## config.mk

```make
export PLATFORM = sky130hd
export DESIGN_NAME = c1126_resp_monitor
export DESIGN_NICKNAME = d
export VERILOG_FILES = /design/src/rtl/c1126_mon_pkg.sv /design/src/rtl/resp_misr.sv /design/src/rtl/c1126_resp_monitor.sv
export SDC_FILE = /design/constraint.sdc
export NUM_CORES = 1
export LEC_CHECK = 0
export ABC_AREA = 0
export CAP_MARGIN = 20
export CORE_UTILIZATION = 54
export CTS_BUF_LIST = sky130_fd_sc_hd__clkbuf_4 sky130_fd_sc_hd__clkbuf_8 sky130_fd_sc_hd__clkbuf_16
export CTS_CLUSTER_SIZE = 28
export DETAILED_ROUTE_END_ITERATION = 7
export GPL_TIMING_DRIVEN = 0
export PLACE_DENSITY = 0.88
export SYNTH_ARGS = -nofsm -noshare
export SYNTH_HDL_FRONTEND = slang
export SYNTH_SLANG_ARGS = --single-unit
```

## constraint.sdc

```tcl
create_clock -name clk -period 2.7 [get_ports clk]
set_clock_uncertainty 0.1 [all_clocks]
set_input_delay 0.405 -clock clk [delete_from_list [all_inputs] [get_ports clk]]
set_output_delay 0.405 -clock clk [all_outputs]
set_load 0.005 [all_outputs]
```

## src/rtl/c1126_mon_pkg.sv

```systemverilog
// Shared types and default constants for the c1126 response monitor.
package c1126_mon_pkg;

    typedef enum logic [1:0] {
        StIdle,
        StRun,
        StHold
    } mon_state_e;

    localparam int unsigned DefRespW = 5;
    localparam int unsigned DefSigW  = 16;
    localparam int unsigned DefCntW  = 16;
    localparam logic [15:0] DefPoly  = 16'h1021;
    localparam logic [15:0] DefSeed  = 16'h0000;

endpackage

```

## src/rtl/resp_misr.sv

```systemverilog
// Multiple-input signature register: shift with polynomial feedback, XOR in the sample.
module resp_misr #(
    parameter int unsigned          RESP_W = 5,
    parameter int unsigned          SIG_W  = 16,
    parameter logic [SIG_W-1:0]     POLY   = 16'h1021,
    parameter logic [SIG_W-1:0]     SEED   = 16'h0000
) (
    input  logic              clk,
    input  logic              rst,
    input  logic              load,
    input  logic              en,
    input  logic [RESP_W-1:0] din,
    output logic [SIG_W-1:0]  sig
);

    logic [SIG_W-1:0] sig_q, sig_d;

    always_comb begin
        sig_d = sig_q;
        if (load) begin
            sig_d = SEED;
        end else if (en) begin
            sig_d = {sig_q[SIG_W-2:0], 1'b0} ^ (sig_q[SIG_W-1] ? POLY : '0) ^ SIG_W'(din);
        end
    end

    always_ff @(posedge clk) begin
        if (rst) begin
            sig_q <= SEED;
        end else begin
            sig_q <= sig_d;
        end
    end

    assign sig = sig_q;

endmodule

```

## src/rtl/c1126_resp_monitor.sv

```systemverilog
// Observation-window monitor: compacts c1126 outputs into a MISR, counts response
// changes, and offers the result over a valid/ready handshake.
module c1126_resp_monitor
    import c1126_mon_pkg::*;
#(
    parameter int unsigned      RESP_W = DefRespW,
    parameter int unsigned      SIG_W  = DefSigW,
    parameter int unsigned      CNT_W  = DefCntW,
    parameter logic [SIG_W-1:0] POLY   = SIG_W'(DefPoly),
    parameter logic [SIG_W-1:0] SEED   = SIG_W'(DefSeed)
) (
    input  logic              clk,
    input  logic              rst,
    input  logic              start,
    input  logic [CNT_W-1:0]  win_len,
    input  logic [RESP_W-1:0] resp_in,
    output logic              busy,
    output logic              res_valid,
    input  logic              res_ready,
    output logic [SIG_W-1:0]  sig_out,
    output logic [CNT_W-1:0]  toggles
);

    mon_state_e        state_q, state_d;
    logic [CNT_W-1:0]  len_q, len_d;
    logic [CNT_W-1:0]  cnt_q, cnt_d;
    logic [CNT_W-1:0]  tog_q, tog_d;
    logic [RESP_W-1:0] prev_q, prev_d;
    logic              misr_load, misr_en;

    always_comb begin
        state_d   = state_q;
        len_d     = len_q;
        cnt_d     = cnt_q;
        tog_d     = tog_q;
        prev_d    = prev_q;
        misr_load = 1'b0;
        misr_en   = 1'b0;
        unique case (state_q)
            StIdle: begin
                if (start) begin
                    len_d     = win_len;
                    cnt_d     = '0;
                    tog_d     = '0;
                    misr_load = 1'b1;
                    state_d   = (win_len == '0) ? StHold : StRun;
                end
            end
            StRun: begin
                misr_en = 1'b1;
                prev_d  = resp_in;
                cnt_d   = cnt_q + CNT_W'(1);
                // First sample has no predecessor, so it never counts as a toggle.
                if ((cnt_q != '0) && (resp_in != prev_q) && (tog_q != '1)) begin
                    tog_d = tog_q + CNT_W'(1);
                end
                if (cnt_d == len_q) begin
                    state_d = StHold;
                end
            end
            StHold: begin
                if (res_ready) begin
                    state_d = StIdle;
                end
            end
            default: state_d = StIdle;
        endcase
    end

    always_ff @(posedge clk) begin
        if (rst) begin
            state_q <= StIdle;
            len_q   <= '0;
            cnt_q   <= '0;
            tog_q   <= '0;
            prev_q  <= '0;
        end else begin
            state_q <= state_d;
            len_q   <= len_d;
            cnt_q   <= cnt_d;
            tog_q   <= tog_d;
            prev_q  <= prev_d;
        end
    end

    resp_misr #(
        .RESP_W (RESP_W),
        .SIG_W  (SIG_W),
        .POLY   (POLY),
        .SEED   (SEED)
    ) u_misr (
        .clk  (clk),
        .rst  (rst),
        .load (misr_load),
        .en   (misr_en),
        .din  (resp_in),
        .sig  (sig_out)
    );

    assign busy      = (state_q != StIdle);
    assign res_valid = (state_q == StHold);
    assign toggles   = tog_q;

endmodule
```

==> summary.txt, run 1 <==
Outcome
  • Status: finished clean

Die
  • Initial Util: approximately 57%
  • Die area: around 0.0073 mm2
  • Num rows: 29
  • # IOs: slightly below 60
  • Die Wd: 85.21 um
  • Core Area: 0.006531 mm2
  • Die height: 85.21 um

Final layout
  • Nets: 576
  • Commonest non-fill, non-tap cell in the layout: nand2_1
  • Most frequent cells in the layout: nand2_1, dfxtp_1, a21oi_1
  • Area Growth Syn to Fin: 23.90%
  • Ant. Diodes: 0
  • Finished Cell Area: between 0.004 and 0.005 mm2
  • Layout cell share with drive strength beyond 1: under 10%
  • Final Util: a little under three quarters
  • Filler Cells Inserted: ~540

Power and ir drop
  • Max VDD drop: 0.3313 mV
  • Sequential power share: between 40% and 50%
  • Switch share: between 30% and 40%
  • Pint: about 1.9 mW
  • Clock network power share: roughly 36%
  • Net Sw Power: slightly below 900 uW
  • Cell Pwr Density: ~600 mW/mm2
  • Comb power frac: ~22%
  • Total power: 2.783 mW
  • Leak: approximately 1.6 nW

STA
  • Final period util: about nine tenths
  • Min Clock Period, post-route: 2.465 ns
  • Slew headroom: 63.57%
  • Max Fclk: between 400 and 500 MHz
  • Endpoints failing hold: 0
  • RSZ-0062 raised after global routing: no
  • Slew @ Worst Pin: between 0.5 and 0.6 ns
  • Fin Setup TNS: 0 ns
  • Max Slew Vio Count: 0
  • Endpoints failing setup: 0

Routing
  • DR iter-0 viols: 228
  • DR WL/cell: 15.64 um
  • Via count: between 3000 and 4000
  • Vias/cell: 6.113
  • DRT Pass-1 Iters: 5
  • DRC: 0
  • Antenna-violating nets left: 0
  • Final wirelength: slightly below 10000 um

Clocking
  • Total clock buffers created by CTS: 9
  • Sinks on Clock Net: 71
  • Hold_buf cts: 0
  • Post-CTS sizing: 0
  • H-tree depth: 3
  • Reg clk slew, reported paths: 0.09 ns
  • Post-CTS Setup Bufs: 0
  • CTS Root Cell: clkbuf_8
  • Longest Clk Path Bufs: 2
  • Clock latency on the worst-skew pair: 0.36 ns
  • CTS tree: done

Setup path
  • CP Cell Sequence: ha_1 -> and4_1 -> buf_2 -> nand4_1 -> a221oi_1 -> o211ai_1 -> nand4b_1 -> a21o_1
  • Crit path from: cnt_q[1]$_SDFFE_PP0P_
  • Critical path type: reg2reg
  • Crit. End Element: register
  • Slowest cell delay on critical path: around 0.47 ns
  • Critical Path Start Type: register
  • Slowest-stage cell, CP: dfxtp_1
  • WP data arrival: between 2 and 3 ns
  • CP Max Fanout: 9
  • R2R Path Start: cnt_q[1]$_SDFFE_PP0P_
  • Critical Path RT: approximately 2.9 ns
  • Family with the most delay on the worst path: simple AND/OR/NAND/NOR gates
  • Worst path bufs/invs: 1

Yosys
  • Synthesized area per cell: 7.789 um2
  • YS warnings: 0
  • Cell variety after synth: 56
  • Synthesized instance count: 480
  • Synth async-reset ratio: 0%
  • Mapped Area: around 0.0037 mm2
  • Syn Nets: 508
  • Post-synth EDFFs: 0
  • Register area share after synthesis: 38.02%
  • Yosys reg bits: slightly above 70
  • Prevailing post-synth register cell: dfxtp_1

Global routing
  • Grt total ovfl: 0
  • All-Layer GR Usage: roughly 29%
  • Initial antenna violation count: 0
  • Largest net degree at the start of global routing: 15
  • Vias in the first global route: ~3500
  • Global-route wire length before repair: about 16000 um

Job
  • Total of max-cap violations: 0

Worst hold path
  • Launch point of the worst hold path: u_misr.sig[10]$_SDFFE_PP0P_
  • Hold Crit Class: reg2reg

Placed design
  • # port buffers: 57
  • Placed inst area: around 0.0044 mm2
  • Dpl hpwl: about 7100 um
  • RePlAce Congestion: just under 1
==> flip-flops by register name (all words and copies together), names as in the netlist <==
name	count
toggles	16
prev_q	5
u_misr.sig	16
len_q	16
state_q	2
cnt_q	16
==> per-stage QoR <==
| step | cells | setup slack [ns] | hold WS (ns) |
|---|---|---|---|
| 2_1_floorplan | 480 | 0.6596 | 0.3478 |
| 3_3_place_gp | 614 | 0.2665 | 0.3513 |
| 3_5_place_dp | 614 | 0.2775 | 0.3633 |
| 4_1_cts | 630 | 0.3116 | 0.3754 |
| 5_1_grt | 630 | 0.1198 | 0.3875 |
| 6_report | 630 | 0.2345 | 0.3707 |
==> power groups by stage <==
stage	Combinational [mW]	Clock (mW)	Sequential [mW]
floorplan	0.399	0	1.18
global placement	0.595	0	1.19
detailed placement	0.609	0	1.19
CTS	0.615	0.987	1.17
global route	0.689	1.03	1.18
finish	0.623	0.989	1.17
==> worst paths after layout <==
check                           endpoint  slack, ns  cells past startpoint
max              state_q[0]$_SDFFE_PP0P_       0.23                      8
min reg2reg  u_misr.sig[11]$_SDFFE_PP0P_       0.37                      2
max reg2reg      state_q[0]$_SDFFE_PP0P_       0.23                      8
min          u_misr.sig[11]$_SDFFE_PP0P_       0.37                      2
==> routing by layer <==
| layer | vias up | part of all wire (%) | track usage (%) |
|---|---|---|---|
| met4 | 0 | 1.3 | 10.48 |
| met5 | - | 0 | 0 |
| met2 | 159 | 49 | 50.22 |
| met1 | 1803 | 43 | 35.33 |
| li1 | 1868 | - | - |
| met3 | 21 | 6.5 | 5.156 |
==> final cells by class <==
type	instances	area (um2)	area share [%]
Buffer	35	170.2	3.674
Clock buffer	9	123.9	2.674
Clock inverter	7	102.6	2.215
Inverter	8	30.03	0.6483
Multi-Input combinational cell	366	2117	45.71
Sequential cell	71	1421	30.69
Tap cell	77	96.34	2.080
Timing Repair Buffer	57	570.5	12.32
==> synthesized netlist by cell type (2+ instances only) <==
cell type | number | area, um2
clkbuf_1 | 16 | 60.06
nor4_1 | 7 | 43.79
and3b_1 | 2 | 17.52
xnor2_1 | 14 | 122.6
or4_1 | 8 | 60.06
buf_2 | 9 | 45.04
a31oi_1 | 5 | 31.28
a311oi_1 | 3 | 26.28
buf_6 | 2 | 22.52
dfxtp_1 | 71 | 1421
a211oi_1 | 10 | 75.07
xor2_1 | 15 | 131.4
nand4b_1 | 2 | 17.52
nor2_1 | 31 | 116.4
a211o_1 | 2 | 17.52
and2_1 | 5 | 31.28
nand3_1 | 12 | 60.06
inv_1 | 8 | 30.03
a32oi_1 | 2 | 17.52
or3_1 | 10 | 62.56
mux2i_1 | 2 | 20.02
o31ai_1 | 9 | 67.56
nor3_1 | 12 | 60.06
ha_1 | 3 | 37.54
a41oi_1 | 2 | 17.52
nand2b_1 | 5 | 31.28
nor2b_1 | 2 | 12.51
nand4_1 | 8 | 50.05
a22oi_1 | 2 | 15.01
and3_1 | 6 | 37.54
buf_4 | 3 | 22.52
and4_1 | 7 | 61.31
buf_1 | 4 | 15.01
nand2_1 | 81 | 304.0
a21oi_1 | 58 | 290.3
nand3b_1 | 2 | 15.01
o21ai_0 | 21 | 105.1
==> kinds of logic after synthesis <==
family / synth area share [%]
muxes: 0.5355
xor gates and xnor gates: 6.794
buffers and inverters: 5.354
DFF: 38.02
and+or+nand+nor: 28.01
adders and majority gates: 1.004
AOI/OAI and AO/OA: 20.28
==> worst reg2reg max path, cell delays in order, from the launching register on <==
cell      delay (ns)
dfxtp_1         0.47
ha_1            0.37
and4_1          0.24
buf_2           0.20
nand4_1         0.15
a221oi_1        0.24
o211ai_1        0.12
nand4b_1        0.26
a21o_1          0.20
Note: power is estimated with default switching activity, not from simulation.
==> run 2, diff against run 1 <==
--- a/config.mk
+++ b/config.mk
@@ -7,6 +7,7 @@
 export LEC_CHECK = 0
 export ABC_AREA = 0
 export CAP_MARGIN = 20
+export CORE_ASPECT_RATIO = 1.25
 export CORE_UTILIZATION = 54
 export CTS_BUF_LIST = sky130_fd_sc_hd__clkbuf_4 sky130_fd_sc_hd__clkbuf_8 sky130_fd_sc_hd__clkbuf_16
 export CTS_CLUSTER_SIZE = 28
==> run 2 against run 1 <==
Net effect: design area rose by 1.2%; critical path depth did not move; sequential power barely moved; critical path type unchanged; largest power group unchanged.
==> summary.txt, run 2 (synthesis gave the netlist of run 1 again) <==
Setup path
  • Worst reg-to-reg setup slack: about 0.11 ns
  • Critical Path RT: 2.86 ns
  • CP Cell Sequence: ha_1 -> and4_1 -> buf_2 -> nand4_1 -> a221oi_1 -> o211ai_1 -> nand4b_1 -> a21o_1
  • CP Max Fanout: 9
  • R2R Path End: state_q[0]$_SDFFE_PP0P_
  • R2R Path Start: cnt_q[1]$_SDFFE_PP0P_
  • R2R depth: 8
  • CP Capture Point: state_q[0]$_SDFFE_PP0P_
  • Critical Path Start Type: register
  • Crit. End Element: register
  • WP data arrival: 2.75 ns
  • Slowest-stage cell, CP: dfxtp_1
  • Slowest cell delay on critical path: around 0.5 ns
  • Critical path type: reg2reg
  • Crit path from: cnt_q[1]$_SDFFE_PP0P_

Global routing
  • Vias in the first global route: ~3600
  • Initial antenna violation count: 0
  • All-Layer GR Usage: between 20% and 30%
  • Global-route wire length before repair: 16700 um
  • Largest net degree at the start of global routing: 14
  • Grt total ovfl: 0

STA
  • RSZ-0062 raised after global routing: no
  • Fin Setup TNS: 0 ns
  • Endpoints failing setup: 0
  • Slew headroom: between 60% and 70%
  • Min Clock Period, post-route: ~2.6 ns
  • Final period util: between 90 and 100%
  • Max Slew Vio Count: 0
  • Slew @ Worst Pin: about 0.58 ns
  • Max Fclk: 385.9 MHz
  • Hold_ws: 0.3689 ns
  • Endpoints failing hold: 0
  • PnR worst setup slack: 0.1084 ns

Routing
  • DRC: 0
  • Antenna-violating nets left: 0
  • DR WL/cell: 15.89 um
  • Via count: between 3000 and 4000
  • DRT Pass-1 Iters: 5
  • Vias/cell: ~6.0
  • Final wirelength: 10170 um
  • DR iter-0 viols: 269

Final layout
  • Cell Count, Final, Fillers Out: 640
  • Area Growth Syn to Fin: 25.37%
  • Filler Cells Inserted: 539
  • Most frequent cells in the layout: nand2_1, dfxtp_1, a21oi_1
  • Finished Cell Area: ~0.0047 mm2
  • Nets: 576
  • Final Util: between 70 and 80%
  • Ant. Diodes: 0
  • Commonest non-fill, non-tap cell in the layout: nand2_1
  • Layout cell share with drive strength beyond 1: under 10%

Outcome
  • Status: finished clean

Power and ir drop
  • Cell Pwr Density: ~630 mW/mm2
  • Max VDD drop: roughly 0.38 mV
  • Total power: 2.946 mW
  • Leak: around 1.6 nW

Placed design
  • RePlAce Congestion: between 0.9 and 1
  • Dpl ws: 0.1956 ns
  • Dpl hpwl: about 7300 um
  • # port buffers: 57
  • Dpl cells: 624
  • Placed inst area: 0.004418 mm2

Die
  • Core Area: approximately 0.0066 mm2
  • Die area: 0.007262 mm2
  • Die height: 95.03 um
  • Initial Util: 56.59%
  • Die Wd: ~76 um
  • # IOs: slightly below 60
  • Num rows: 33

Worst hold path
  • Hold Crit Class: reg2reg

Clocking
  • Sinks on Clock Net: approximately 70
  • CTS tree: done
  • CTS Root Cell: clkbuf_8
  • Clock latency on the worst-skew pair: 0.36 ns
  • Post-CTS Setup Bufs: 0
  • Reg clk slew, reported paths: around 0.080 ns
  • Total clock buffers created by CTS: 9
  • Hold_buf cts: 0
  • H-tree depth: 3
  • Longest Clk Path Bufs: 2
  • Post-CTS sizing: 0

Job
  • Total of max-cap violations: 0
## run 2: metal layers
metal	vias up	wire length, um	GRT usage (%)
met4	0	394	19.07
li1	1859	-	-
met1	1811	4064	31.82
met3	33	569	4.211
met2	165	5140	53.08
met5	-	0	0
## run 2: how the worst min path moves through the flow
stage / start / end / slack [ns] / depth (start not counted)
2_1_floorplan: len_q[15]$_SDFFE_PP0P_ / len_q[15]$_SDFFE_PP0P_ / 0.35 / 2
3_3_place_gp: u_misr.sig[13]$_SDFFE_PP0P_ / u_misr.sig[14]$_SDFFE_PP0P_ / 0.35 / 2
3_5_place_dp: prev_q[3]$_SDFFE_PP0P_ / prev_q[3]$_SDFFE_PP0P_ / 0.36 / 2
4_1_cts: prev_q[3]$_SDFFE_PP0P_ / prev_q[3]$_SDFFE_PP0P_ / 0.37 / 2
5_1_grt: prev_q[3]$_SDFFE_PP0P_ / prev_q[3]$_SDFFE_PP0P_ / 0.39 / 2
6_report: len_q[5]$_SDFFE_PP0P_ / len_q[5]$_SDFFE_PP0P_ / 0.37 / 2
## run 2: power breakdown
| part | switching (mW) | internal (mW) |
|---|---|---|
| clock network | 0.432 | 0.710 |
| registers | 0.0611 | 1.11 |
| logic | 0.379 | 0.254 |
## run 2: final cells by class
type	instances	area, um2	area share (%)
buffer	35	170.2	3.631
sequential	71	1421	30.33
timing repair buffer	57	570.5	12.17
tap	87	108.9	2.322
clock buffer	9	123.9	2.643
inverter	8	30.03	0.6407
multi-input combinational	366	2117	45.17
clock inverter	7	145.1	3.097
## run 2: critical path: cells and delay by family (launching register included)
family / cells / cell delay, ns
AO/OA/AOI/OAI: 3 / 0.63
adder cells (fa/ha/maj): 1 / 0.39
buffers and inverters: 1 / 0.20
flip-flops: 1 / 0.50
AND/OR/NAND/NOR: 3 / 0.68
==> run 3, diff against run 2 <==
--- a/config.mk
+++ b/config.mk
@@ -17,3 +17,4 @@
 export SYNTH_ARGS = -nofsm -noshare
 export SYNTH_HDL_FRONTEND = slang
 export SYNTH_SLANG_ARGS = --single-unit
+export TNS_END_PERCENT = 100
==> results of run 3 <==
The final DEF is identical to that of run 2; final timing and power are the same.
